### src/rtl/mem_access_unit.sv
// Memory-stage access controller: drives a ready-handshaked data bus from the EX/MEM
// register, steers sub-word byte lanes, extends loads, and stalls the pipeline until acknowledge.
module mem_access_unit #(
    parameter int MAX_WAIT = 255
) (
    input  logic        clk,
    input  logic        rst,
    input  logic        Valid_M,
    input  logic        MemWrite_M,
    input  logic [1:0]  ResultSrc_M,
    input  logic [1:0]  SizeSrc_M,
    input  logic        LoadSign_M,
    input  logic [31:0] ALUResult_M,
    input  logic [31:0] WriteData_M,
    output logic        mem_req,
    output logic        mem_we,
    output logic [31:0] mem_addr,
    output logic [31:0] mem_wdata,
    output logic [3:0]  mem_wstrb,
    input  logic        mem_ready,
    input  logic [31:0] mem_rdata,
    output logic [31:0] ReadData_M,
    output logic        Stall_M,
    output logic        Misaligned_M,
    output logic        Timeout_M
);

    localparam int CW = $clog2(MAX_WAIT + 2);

    typedef enum logic [1:0] {
        S_IDLE,
        S_WAIT,
        S_DONE
    } state_t;

    state_t        state;
    state_t        next_state;
    logic [CW-1:0] wait_cnt;
    logic          timeout_flag;
    logic [31:0]   read_data;

    logic        is_access;
    logic        is_store;
    logic        is_load;
    logic        is_byte;
    logic        is_half;
    logic        misaligned;
    logic [1:0]  lane;
    logic        accept;
    logic        timeout_hit;
    logic        req_int;
    logic [7:0]  byte_lane;
    logic [15:0] half_lane;
    logic [31:0] load_ext;

    assign lane       = ALUResult_M[1:0];
    assign is_access  = Valid_M && (MemWrite_M || (ResultSrc_M == 2'b01));
    assign is_store   = is_access && MemWrite_M;
    assign is_load    = is_access && !MemWrite_M;
    assign is_byte    = (SizeSrc_M == 2'b10);
    assign is_half    = (SizeSrc_M == 2'b01);
    // Size 2'b11 falls through to the word rules.
    assign misaligned = is_half ? lane[0] : (is_byte ? 1'b0 : (lane != 2'b00));

    assign mem_addr     = {ALUResult_M[31:2], 2'b00};
    assign Misaligned_M = is_access && misaligned;
    assign Timeout_M    = (state == S_DONE) && timeout_flag;
    assign ReadData_M   = read_data;

    always_comb begin
        next_state  = state;
        req_int     = 1'b0;
        accept      = 1'b0;
        timeout_hit = 1'b0;
        case (state)
            S_IDLE: begin
                if (is_access && !misaligned) begin
                    req_int = 1'b1;
                    if (mem_ready) begin
                        accept     = 1'b1;
                        next_state = S_DONE;
                    end else begin
                        next_state = S_WAIT;
                    end
                end
            end
            S_WAIT: begin
                req_int = 1'b1;
                // An acknowledge on the final wait cycle wins over the timeout.
                if (mem_ready) begin
                    accept     = 1'b1;
                    next_state = S_DONE;
                end else if (wait_cnt == CW'(MAX_WAIT)) begin
                    timeout_hit = 1'b1;
                    next_state  = S_DONE;
                end
            end
            S_DONE: begin
                next_state = S_IDLE;
            end
            default: begin
                next_state = S_IDLE;
            end
        endcase
    end

    // Reset must silence the bus and the stall even while a live access sits in EX/MEM.
    assign mem_req = req_int && !rst;
    assign Stall_M = req_int && !rst;
    assign mem_we  = mem_req && MemWrite_M;

    always_comb begin
        mem_wdata = WriteData_M;
        mem_wstrb = 4'b0000;
        if (is_byte) begin
            mem_wdata = {4{WriteData_M[7:0]}};
            mem_wstrb = 4'b0001 << lane;
        end else if (is_half) begin
            mem_wdata = {2{WriteData_M[15:0]}};
            mem_wstrb = 4'b0011 << lane;
        end else begin
            mem_wdata = WriteData_M;
            mem_wstrb = 4'b1111;
        end
        if (!is_store) begin
            mem_wstrb = 4'b0000;
        end
    end

    always_comb begin
        byte_lane = mem_rdata[8*lane +: 8];
        half_lane = lane[1] ? mem_rdata[31:16] : mem_rdata[15:0];
        if (is_byte) begin
            load_ext = {{24{LoadSign_M && byte_lane[7]}}, byte_lane};
        end else if (is_half) begin
            load_ext = {{16{LoadSign_M && half_lane[15]}}, half_lane};
        end else begin
            load_ext = mem_rdata;
        end
    end

    always_ff @(posedge clk or posedge rst) begin
        if (rst) begin
            state        <= S_IDLE;
            wait_cnt     <= '0;
            timeout_flag <= 1'b0;
            read_data    <= 32'h0;
        end else begin
            state <= next_state;
            // The counter already reads 1 in the first wait cycle, so it equals MAX_WAIT in the last.
            if (state == S_DONE) begin
                wait_cnt     <= '0;
                timeout_flag <= 1'b0;
            end else begin
                if (next_state == S_WAIT) begin
                    wait_cnt <= wait_cnt + CW'(1);
                end
                if (timeout_hit) begin
                    timeout_flag <= 1'b1;
                end
            end
            if (accept && is_load) begin
                read_data <= load_ext;
            end else if (timeout_hit && is_load) begin
                read_data <= 32'h0;
            end
        end
    end

endmodule

### config.mk
export PLATFORM = sky130hd
export DESIGN_NAME = mem_access_unit
export DESIGN_NICKNAME = d
export VERILOG_FILES = /design/src/rtl/mem_access_unit.sv
export SDC_FILE = /design/constraint.sdc
export NUM_CORES = 1
export LEC_CHECK = 0
export BUFFER_PORTS_ARGS = -buffer_cell sky130_fd_sc_hd__buf_4
export CORE_ASPECT_RATIO = 1.1
export CORE_MARGIN = 8
export CORE_UTILIZATION = 47
export CTS_CLUSTER_DIAMETER = 150
export CTS_CLUSTER_SIZE = 28
export DETAILED_ROUTE_END_ITERATION = 6
export HOLD_SLACK_MARGIN = 0.12
export PLACE_DENSITY = 0.85
export SLEW_MARGIN = 20
export SYNTH_ARGS = -nofsm -noshare
export SYNTH_HDL_FRONTEND = slang
export SYNTH_SLANG_ARGS = --single-unit
### constraint.sdc
create_clock -name clk -period 4.8 [get_ports clk]
set_input_delay 0 -clock clk [delete_from_list [all_inputs] [get_ports clk]]
set_output_delay 0 -clock clk [all_outputs]
set_load 0.01 [all_outputs]
Word-level counts from Yosys, hierarchy flattened
Index checks and enable logic that the tools add are counted.
- equal/unequal tests: 7
- add/sub/neg operators: 1
- shift-type cells: 3
- mux-type cells: 29
- reduce and logical (&&, ||, !) cells: 21
- operators by type and width (kind ; count):
    two-way mux 32 bit ; 6
    indexed part select 32 x 6 -> 8 bit ; 1
    two-way mux 9 bit ; 2
    two-way mux 16 bit ; 1
    logical AND 1 bit ; 12
    two-way mux 4 bit ; 3
    two-way mux 1 bit ; 10
    adder 9 x 1 -> 9 bit (second input constant) ; 1
    == test 9 x 8 -> 1 bit (second input constant) ; 1
    == test 2 x 1 -> 1 bit (second input constant) ; 4
    two-way mux 2 bit ; 4
    nonzero test 2 bit ; 4
    == test 2 bit (second input constant) ; 2
    one-hot mux 1 bit (2 select lines) ; 2
    one-hot mux 2 bit (2 select lines) ; 1
    left shift 1 x 2 -> 4 bit (first input constant) ; 1
    left shift 2 x 2 -> 4 bit (first input constant) ; 1
    zero test 1 bit ; 3
    zero test 2 bit ; 1
    logical OR 1 bit ; 1
- input port bits: 106
- output and inout port bits: 105
- word-level logic and storage cells: 65
- bits in registers: 44

Depth between registers and ports, before layout
- word-level depth: 10
- mapped depth: 8
- gate-level depth less buffers: 8

Worst setup path before layout
Ideal clock, no wire load.
- path kind: register -> register
- from: register wait_cnt[0]
- to: register wait_cnt[5]
- arrival: 2.052 ns
- slack: 2.671 ns
- buffers on the path: 0
- cell stages (with the launch flop): 9
- period minus slack after synthesis: 2.129 ns
- data required time: 4.723 ns
- setup time: 0.077 ns
- path through: dfrtp_1 > ha_1 > and3_1 > and3_1 > ha_1 > nand2_1 > o2111ai_1 > or4_1 > a21oi_1
- cells in the longest elaborated chain, start to end: 6
- elaborated cells on any way between the ends: 9
- classes of those cells: add/sub (1); eq/ne (2); mux (5); reduce/logical (1)
- ends and longest elaborated chain (item ; line ; RTL):
    from (decl) ; 38 ; logic [CW-1:0] wait_cnt;
    from (signal assigned) ; 156 ; wait_cnt <= wait_cnt + CW'(1);
    == test 9 x 8 -> 1 bit ; 93 ; end else if (wait_cnt == CW'(MAX_WAIT)) begin
    two-way mux 2 bit ; 93 ;
    two-way mux 2 bit ; 90 ; if (mem_ready) begin
    one-hot mux 2 bit (2 select lines) ; 75 ; case (state)
    == test 2 x 1 -> 1 bit ; 155 ; if (next_state == S_WAIT) begin
    nonzero test 2 bit (no source line) ; n/a ;
Parallel ways exist; a longest one is shown, timed or not. The select of a mux whose other input is x is not followed.
A chain may end at the register's enable or synchronous reset.

Final worst setup path
Ends and elaborated chain as after synthesis.

==> metrics <==
outcome finished, final reports clean; placed cell area 4220 sq um; CTS buffer count 5; Critical Path End Type flop; Core ar. 7010 sq um; Reg-to-Reg Start wait_cnt[0]; Crit Path Class reg -> reg; Clock Path Buffers 2; largest net degree at the start of global routing 46; Fmax 404 MHz; Most Crowded Layer GR met2; Worst Setup SP wait_cnt[0]; final instance area 4890 sq um; layout cell share with drive strength beyond 1 34.7%; dominant synthesized flop cell dfrtp_1; Clock Skews 0.00417 ns; Max Slew Vio Count 0; detailed-route wire length 12000 um; worst-margin pin slew 1.05 ns; met1 global-route usage 24.0%; M3 GR Usage 7.05%; CTS clk-pin slew, worst paths 0.08 ns; CP Max Fanout 9; num rows 32; fraction of registers with async set/reset 100%; fin nets 633; FF+latch count, synth 44; count leader, synth dfrtp_1; M2 GR Usage 42.0%; gr usage total 22.6%; min-delay worst type in -> reg; Max rail drop VDD 0.000215 V; synthesized area per cell 9.18 sq um; Initial Util 48.3%; max-cap violation count 0; Antenna diodes 0; Hold Vio Cnt, Final 0; post-route ant nets 0; I/O Buffers 148; register area share after synthesis 32.5%; initial drt markers 178; Clock Sink Count 44; hpwl dp 8170 um; post-route setup TNS 0 ns; Yosys top cell area share 32.5%; power per cell area 271 nW/um^2; Synth area leader dfrtp_1; Mapped Cells 369; CTS tree done; number of enable flip-flop cells after synthesis 0; Critical Path Slowest Stage Cell or4_1; Critical Path RT 5.02 ns; Die X 96.9 um; Synth top cells by count dfrtp_1 (44), nand2_1 (42), buf_4 (41), nor2_1 (33), mux2i_1 (31); later-pin clock latency in the skew report 0.29 ns; Max stage delay on crit path 0.60 ns; die height 105 um; WL/cell 19.7 um; synth unique cells 45; fin crit share 51.6%; Final Wtd Congestion 0.865; post-cts sizing count 0; I/O Pins 211; startpoint types flop; full die area 10200 sq um; Hold Crit Start mem_rdata[0]; DR pass1 iterations 4; slew margin rel. 30.2%; initial antenna violation count 0; DR vias/cell 5.63; synthesis-to-finish area growth 44.5%; DRC viols 0; GRT Residual Overflow 0; synthesized area 3390 sq um; Synth Warn # 0; Setup-failing EPs final 0; Via Count 3415; first-pass GRT wire length 19200 um; largest cells by area after synthesis dfrtp_1 (33%), mux2i_1 (9.2%), buf_4 (9.1%); fin crit period 2.48 ns; Pleak 2.38 nW; fill count 504; unrepaired setup endpoints after global routing false; CTS HTree Levels 2; CP arrival 2.70 ns; crit path cell chain ha_1 -> and3_1 -> and3_1 -> ha_1 -> nand2_1 -> o2111ai_1 -> or4_1 -> a21oi_1; number of global-route vias before repair 3693; CTS root buf clkbuf_8
-- sequential cells by signal (all words and copies together), names as in the netlist --
register and cells:
ReadData_M 32, state 2, timeout_flag 1, wait_cnt 9
-- through the flow --
stage	power (mW)	utilization [%]	std cells	hold slack [ns]	setup WS (ns)
2_1_floorplan	0.793	-	370	0.0623	2.67
3_3_place_gp	1.02	60.2	542	0.0000686	2.46
3_5_place_dp	1.04	60.2	542	0.0000686	2.38
4_1_cts	1.33	69.7	607	0.146	2.35
5_1_grt	1.40	69.8	607	0.176	2.14
6_report	1.33	69.8	607	0.149	2.32
-- placed cells by master, fill, tap and decap left out, drive strengths merged, types with 2 or more instances in the layout --
cell type,count
buf,150
dlygate4sd3,57
dfrtp,44
nand2,42
nor2,33
mux2i,31
a21oi,21
a22o,16
o2bb2ai,16
nor2b,12
a211oi,10
mux2,9
mux4,7
nand3,7
inv,7
ha,6
clkbuf,6
nand2b,5
o21ai,4
and3,4
o22ai,3
nor3,3
and2,2
a211o,2
or2,2
o31ai,2
or4,2
conb,2
clkinv,2
o2111ai,2
-- worst max-delay path: cells and delay by family, from the launching register on --
kind | cells | cell delay (ns)
AO/OA/AOI/OAI | 2 | 0.52
adder cells (fa/ha/maj) | 2 | 0.43
flip-flops | 1 | 0.42
AND/OR/NAND/NOR | 4 | 1.05
-- logic make-up after synthesis --
family	Yosys count	share of synthesized area, %
AND/OR/NAND/NOR	117	16.3
AO/OA/AOI/OAI	82	18.6
buffers and inverters	70	12.9
multiplexers	47	16.8
flip-flops	44	32.5
adder cells (fa/ha/maj)	6	2.22
XOR/XNOR	2	0.517
other	1	0.111
-- final timing paths --
path,endpoint,slack (ns),cells after the start
setup / recovery,wait_cnt[5],2.32,8
hold / removal,ReadData_M[0],0.15,4
setup reg to reg,wait_cnt[5],2.32,8
hold reg to reg,timeout_flag,0.49,1
max in group asynchronous,ReadData_M[20],3.76,3
min in group asynchronous,wait_cnt[8],0.47,3
-- cell type report --
| class | count | area [sq um] | share of cell area (%) |
|---|---|---|---|
| Multi-Input combinational cell | 256 | 1870 | 38.2 |
| Timing Repair Buffer | 207 | 1700 | 34.7 |
| Sequential cell | 44 | 1100 | 22.5 |
| Tap cell | 85 | 106 | 2.17 |
| Clock buffer | 6 | 82.6 | 1.69 |
| Inverter | 7 | 26.3 | 0.537 |
| Clock inverter | 2 | 10.0 | 0.205 |
-- per-layer routing --
layer,up-vias,wire (um)
li1,1580,-
met1,1644,4220
met2,174,6470
met3,17,1100
met4,0,176
met5,-,0
-- where the power goes --
part           internal [mW]  total [mW]  switching [mW]
clock network          0.115       0.240           0.125
registers              0.455       0.523          0.0672
logic                  0.308       0.564           0.256
total                  0.878        1.33           0.448
-- what timing repair did --
| item | in CTS | in global routing |
|---|---|---|
| hold buffers | 57 | 0 |
| endpoints found under the setup margin | 0 | 0 |
| buffers inserted | 0 | 0 |
| hold endpoints to repair | 99 | 0 |
Note: power is estimated with default switching activity, not from simulation.
